File: config.mk
export PLATFORM = sky130hd
export DESIGN_NAME = fle_ccff_loader
export DESIGN_NICKNAME = d
export VERILOG_FILES = /design/src/rtl/fle_ccff_loader.sv
export SDC_FILE = /design/constraint.sdc
export NUM_CORES = 1
export LEC_CHECK = 0
export ABC_CLOCK_PERIOD_IN_PS = 3000
export CAP_MARGIN = 5
export CORE_MARGIN = 2
export CORE_UTILIZATION = 56
export CTS_BUF_LIST = sky130_fd_sc_hd__clkbuf_2
export CTS_CLUSTER_SIZE = 30
export DETAILED_ROUTE_END_ITERATION = 16
export GPL_TIMING_DRIVEN = 0
export PLACE_DENSITY = 0.8
export SETUP_SLACK_MARGIN = 0.1
export SLEW_MARGIN = 30
export SYNTH_ARGS = -nofsm -noshare
export SYNTH_HDL_FRONTEND = slang
export SYNTH_SLANG_ARGS = --single-unit
export TNS_END_PERCENT = 30
File: constraint.sdc
create_clock -name prog_clk -period 3 [get_ports prog_clk]
set_input_delay 0.75 -clock prog_clk [delete_from_list [all_inputs] [get_ports prog_clk]]
set_output_delay 0.75 -clock prog_clk [all_outputs]
set_load 0.01 [all_outputs]
File: src/rtl/fle_ccff_loader.sv
// ============================================================================
// fle_ccff_loader : streams a bitstream into a ccff chain, packs the old chain
// contents into readback words. Revision 1.0
// ============================================================================
`default_nettype none

module fle_ccff_loader #(
  parameter int CHAIN_LEN = 80,
  parameter int WORD_W    = 32
) (
  input  logic              prog_clk,
  input  logic              pReset_n,
  input  logic              start,
  input  logic              abort,
  input  logic [WORD_W-1:0] s_data,
  input  logic              s_valid,
  output logic              s_ready,
  output logic              ccff_head,
  output logic              ccff_shift_en,
  input  logic              ccff_tail,
  output logic [WORD_W-1:0] rb_data,
  output logic              rb_valid,
  input  logic              rb_ready,
  output logic              busy,
  output logic              done
);

  localparam int NW     = (CHAIN_LEN + WORD_W - 1) / WORD_W;
  localparam int BC_W   = $clog2(CHAIN_LEN + 1);
  localparam int CNT_W  = $clog2(WORD_W + 1);
  localparam int NW_W   = $clog2(NW + 1);

  localparam logic [NW_W-1:0]  NW_V      = NW_W'(NW);
  localparam logic [NW_W-1:0]  NW_LAST   = NW_W'(NW - 1);
  localparam logic [BC_W-1:0]  BC_LAST   = BC_W'(CHAIN_LEN - 1);
  localparam logic [CNT_W-1:0] FULL_BITS = CNT_W'(WORD_W);
  localparam logic [CNT_W-1:0] PK_LAST   = CNT_W'(WORD_W - 1);
  localparam logic [CNT_W-1:0] LAST_BITS = CNT_W'(CHAIN_LEN - (NW - 1) * WORD_W);

  typedef enum logic [1:0] {
    IDLE  = 2'd0,
    SHIFT = 2'd1,
    FLUSH = 2'd2,
    DONE  = 2'd3
  } state_t;

  state_t             state_q,   state_d;
  logic [WORD_W-1:0]  buf_q,     buf_d;
  logic [CNT_W-1:0]   buf_cnt_q, buf_cnt_d;
  logic [NW_W-1:0]    words_q,   words_d;
  logic [BC_W-1:0]    bit_cnt_q, bit_cnt_d;
  logic [WORD_W-1:0]  pk_q,      pk_d;
  logic [CNT_W-1:0]   pk_cnt_q,  pk_cnt_d;
  logic [WORD_W-1:0]  rb_data_q, rb_data_d;
  logic               rb_valid_q, rb_valid_d;

  logic              shift;
  logic              rb_take;
  logic              in_load;
  logic [WORD_W-1:0] pk_new;

  assign in_load = (state_q == SHIFT) || (state_q == FLUSH);
  assign s_ready = (state_q == SHIFT) && (buf_cnt_q == '0) && (words_q != NW_V);
  // A pending, unaccepted readback word blocks shifting so no tail bit is dropped.
  assign shift   = (state_q == SHIFT) && (buf_cnt_q != '0) &&
                   !(rb_valid_q && !rb_ready) && !abort;
  assign rb_take = rb_valid_q && rb_ready;
  assign pk_new  = pk_q | (WORD_W'(ccff_tail) << pk_cnt_q);

  assign ccff_shift_en = shift;
  assign ccff_head     = shift & buf_q[0];
  assign rb_data       = rb_data_q;
  assign rb_valid      = rb_valid_q;
  assign busy          = (state_q != IDLE);
  assign done          = (state_q == DONE);

  always_comb begin
    state_d    = state_q;
    buf_d      = buf_q;
    buf_cnt_d  = buf_cnt_q;
    words_d    = words_q;
    bit_cnt_d  = bit_cnt_q;
    pk_d       = pk_q;
    pk_cnt_d   = pk_cnt_q;
    rb_data_d  = rb_data_q;
    rb_valid_d = rb_valid_q;

    if (rb_take) begin
      rb_valid_d = 1'b0;
    end

    case (state_q)
      IDLE: begin
        if (start) begin
          state_d   = SHIFT;
          buf_d     = '0;
          buf_cnt_d = '0;
          words_d   = '0;
          bit_cnt_d = '0;
          pk_d      = '0;
          pk_cnt_d  = '0;
        end
      end
      SHIFT: begin
        if (s_valid && s_ready) begin
          buf_d     = s_data;
          buf_cnt_d = (words_q == NW_LAST) ? LAST_BITS : FULL_BITS;
          words_d   = words_q + 1'b1;
        end
        if (shift) begin
          buf_d     = buf_q >> 1;
          buf_cnt_d = buf_cnt_q - 1'b1;
          bit_cnt_d = bit_cnt_q + 1'b1;
          pk_d      = pk_new;
          pk_cnt_d  = pk_cnt_q + 1'b1;
          if ((bit_cnt_q == BC_LAST) || (pk_cnt_q == PK_LAST)) begin
            rb_data_d  = pk_new;
            rb_valid_d = 1'b1;
            pk_d       = '0;
            pk_cnt_d   = '0;
          end
          if (bit_cnt_q == BC_LAST) begin
            state_d = FLUSH;
          end
        end
      end
      FLUSH: begin
        if (rb_take) begin
          state_d = DONE;
        end
      end
      DONE: begin
        state_d = IDLE;
      end
      default: begin
        state_d = IDLE;
      end
    endcase

    if (abort && in_load) begin
      state_d    = IDLE;
      buf_d      = '0;
      buf_cnt_d  = '0;
      words_d    = '0;
      bit_cnt_d  = '0;
      pk_d       = '0;
      pk_cnt_d   = '0;
      rb_data_d  = '0;
      rb_valid_d = 1'b0;
    end
  end

  always_ff @(posedge prog_clk or negedge pReset_n) begin
    if (!pReset_n) begin
      state_q    <= IDLE;
      buf_q      <= '0;
      buf_cnt_q  <= '0;
      words_q    <= '0;
      bit_cnt_q  <= '0;
      pk_q       <= '0;
      pk_cnt_q   <= '0;
      rb_data_q  <= '0;
      rb_valid_q <= 1'b0;
    end else begin
      state_q    <= state_d;
      buf_q      <= buf_d;
      buf_cnt_q  <= buf_cnt_d;
      words_q    <= words_d;
      bit_cnt_q  <= bit_cnt_d;
      pk_q       <= pk_d;
      pk_cnt_q   <= pk_cnt_d;
      rb_data_q  <= rb_data_d;
      rb_valid_q <= rb_valid_d;
    end
  end

endmodule

`default_nettype wire

==> impl_metrics.env <==
export IMPL_outcome="finished with violations"
export IMPL_violations="setup timing"
export IMPL_tritoncts="done"
export IMPL_number_of_enable_flip_flop_cells_after_synthesis=0
export IMPL_synth_cell_area_um2=6128
export IMPL_postRouteWirelength_um=15440
export IMPL_finalMaxSlewViolations=0
export IMPL_final_setup_worst_slack_ns=-0.1709
export IMPL_initial_utilization=0.5703
export IMPL_worstSkewPairLatency_ns=0.72
export IMPL_worst_endpoint_arrival_ns=2.42
export IMPL_fin_crit_sh=1.057
export IMPL_post_dp_hpwl_um=10740
export IMPL_core_area_um2=10750
export IMPL_setup_worst_path_start_class="register"
export IMPL_placedCellCount=859
export IMPL_power_static_leakage_nw=3.054
export IMPL_synth_flop_cell="dfrtp_1"
export IMPL_grt_pass1_wl_um=24910
export IMPL_grt_setup_unrepaired="yes"
export IMPL_numClockSinks=120
export IMPL_maxClockFrequency_mhz=315.4
export IMPL_route_antenna_remaining_nets=0
export IMPL_wire_per_inst_um=17.16
export IMPL_clockRootBuffer="clkbuf_2"
export IMPL_place_congestion=0.9113
export IMPL_finalCoreUtilization=0.6968
export IMPL_buffer_ports_inserted=76
export IMPL_combinationalPowerShare=0.546
export IMPL_die_w_um=108.6
export IMPL_power_switching_share=0.4421
export IMPL_clkPwrFrac=0.149
export IMPL_yosysWarningCount=0
export IMPL_period_minus_slack_ns=3.171
export IMPL_depth_of_the_cts_h_tree=4
export IMPL_clock_skew_final_ns=0.02445
export IMPL_number_of_clock_buffers_inserted_by_tritoncts=17
export IMPL_largest_net_degree_at_the_start_of_global_routing=88
export IMPL_antenna_diode_count=0
export IMPL_critical_path_required_ns=2.25
export IMPL_final_hold_viol_count=0
export IMPL_drt_vias_per_instance=5.898
export IMPL_design_die_area_um2=11800
export IMPL_ys_async_sr_fraction=1.000
export IMPL_mappedNetlistNets=691
export IMPL_area_delta_synth_final_pct=22.17
export IMPL_grt_pass1_vias=5150
export IMPL_syn_area_per_cell_um2=9.546
export IMPL_worstMarginPinSlew_ns=0.6972
export IMPL_net_switching_power_w=0.003095
export IMPL_power_density_nw_per_um2=934.8
export IMPL_crit_path_max_fanout=3
export IMPL_worst_setup_hold_path_clk_slew_ns=0.18
export IMPL_synth_ff_latch_count=120
export IMPL_grt_antenna_before_repair=0
export IMPL_peakVddDrop_mv=0.5054
export IMPL_total_global_routing_overflow=0
export IMPL_kind_of_end_point_of_the_critical_path="output pin"
export IMPL_worst_setup_path_type="register to output pin"
export IMPL_setup_violations=3
export IMPL_rows=38
export IMPL_num_vias=5308
export IMPL_synth_seq_area_share=0.4900
export IMPL_internal_power_w=0.003905
export IMPL_most_common_cell_after_layout_fill_and_taps_aside="dfrtp_1"
export IMPL_max_slew_headroom_at_the_worst_pin=0.5352
export IMPL_detail_route_first_pass_iterations=5
export IMPL_finalNonFillerCells=900
export IMPL_detail_route_drc_violations=0
export IMPL_drive_above_1_share=0.1461
export IMPL_share_seq_of_total_power=0.305
export IMPL_cts_root_to_sink_buffers=2
export IMPL_drtIter0Drc=395
export IMPL_setup_tns_ns=-0.4480
export IMPL_fp_dieH_um=108.6
export IMPL_layout_nets=797
export IMPL_holdCritPathClass="input port to async pin"
export IMPL_synthCells=642
export IMPL_cap_violations=0
export IMPL_i_o_pin_count=77
export IMPL_globalRouteTotalUtil=0.2753
export IMPL_post_synth_num_cell_types=59
export IMPL_most_frequent_cells_in_the_layout="120 x dfrtp_1, 110 x nor2_1, 74 x a21oi_1, 72 x clkdlybuf4s50_1, 55 x nand2_1"
-- power by group through the flow --
stage	clock network, W	registers (W)	logic, W
2_1_floorplan	0	0.00211	0.00261
3_3_place_gp	0	0.00215	0.00333
3_5_place_dp	0	0.00216	0.00345
4_1_cts	0.00105	0.00213	0.00360
5_1_grt	0.00112	0.00216	0.00412
6_report	0.00104	0.00214	0.00382
-- Yosys cell counts (2+ instances only) --
cell type / n / area share
a211oi_1: 19 / 0.023
mux2i_1: 4 / 0.0065
dfrtp_1: 120 / 0.49
o21ai_0: 19 / 0.016
nor2_1: 111 / 0.068
ha_1: 10 / 0.020
nor3_1: 9 / 0.0073
xnor2_1: 3 / 0.0043
or3_1: 6 / 0.0061
o31ai_1: 2 / 0.0024
a31oi_1: 2 / 0.0020
and3_1: 3 / 0.0031
nand3b_1: 3 / 0.0037
or4_1: 3 / 0.0037
or4b_4: 2 / 0.0045
a21o_1: 4 / 0.0049
buf_4: 3 / 0.0037
inv_1: 9 / 0.0055
o22ai_1: 4 / 0.0041
a41oi_1: 4 / 0.0057
a22o_1: 2 / 0.0029
buf_6: 4 / 0.0073
clkbuf_1: 30 / 0.018
buf_2: 9 / 0.0073
a41oi_2: 27 / 0.072
and2_1: 4 / 0.0041
nand2_1: 55 / 0.034
o211ai_1: 2 / 0.0024
a32o_1: 6 / 0.0098
nor2b_1: 10 / 0.010
nand2b_1: 8 / 0.0082
a21oi_1: 74 / 0.060
mux2_2: 4 / 0.0073
nand3_1: 40 / 0.033
nand4_1: 3 / 0.0031
-- kinds of logic (layout without fill, tap and decap cells) --
logic type	after synthesis	count (layout)	synth area share
compound gates	178	178	0.2244
xor+xnor	3	3	0.004288
fa+ha+maj	10	10	0.02042
buf+inv	56	174	0.04287
flops	120	120	0.4900
mux	8	8	0.01388
simple gates	267	267	0.2042
-- repair_timing --
action / 4_1_cts / 5_1_grt
hold endpoints to repair: 33 / 0
gates resized for setup: 19 / 18
hold buffers: 1 / 0
buffers inserted: 8 / 2
setup endpoints to repair: 23 / 54
pin swaps: 3 / 4
-- metrics by stage --
step,hold WS [ns],worst slack [ns],power (W),cell area [um^2]
after floorplan,0.4544,0.2335,0.004725,6128
after global placement,0.4769,-3.401,0.005477,7064
after detailed placement,0.4851,-0.8349,0.005606,7097
after CTS,0.4327,-0.2440,0.006780,7420
after global routing,0.4498,-0.2465,0.007403,7487
final,0.4577,-0.1709,0.006999,7487
-- flip-flops by register name, summed over array words and instances (netlist names) --
name / cells
buf_q: 32
pk_q: 32
rb_data: 32
bit_cnt_q: 7
buf_cnt_q: 6
pk_cnt_q: 6
state_q: 2
words_q: 2
rb_valid: 1
-- path summary, 6_finish.rpt --
kind / startpoint / to / slack [ns] / cells after the start
worst max-delay path: buf_cnt_q[0] / ccff_head / -0.17 / 7
worst min-delay path: pReset_n / bit_cnt_q[1] / 0.46 / 2
worst max register to register: buf_cnt_q[0] / buf_q[30] / 0.17 / 11
worst min register to register: pk_q[6] / pk_q[6] / 0.51 / 2
max in group asynchronous: pReset_n / pk_q[0] / 1.84 / 3
min in group prog_clk: pk_q[6] / pk_q[6] / 0.51 / 2
-- critical path, cell delays in order, from the launching register on --
cell      delay [ns]
dfrtp_1         0.43
inv_2           0.08
ha_4            0.14
or4b_4          0.49
o211ai_4        0.26
inv_6           0.06
and2_1          0.13
buf_2           0.13
-- layout make-up --
cell class	count	area, um^2
inverter	10	42.54
multi-input combinational	466	2915
buffer	45	236.5
clock inverter	12	133.9
fill	858	3258
sequential	120	3003
tap	140	175.2
clock buffer	19	95.09
timing repair buffer	88	885.9
-- metal layers --
metal / global-route usage / vias to the layer above / part of all wire
met4: 0.1126 / 0 / 0.018
met1: 0.3551 / 2579 / 0.43
met5: 0 / - / 0
li1: - / 2527 / -
met2: 0.4594 / 172 / 0.50
met3: 0.05140 / 30 / 0.055
Note: power is estimated with default switching activity, not from simulation.
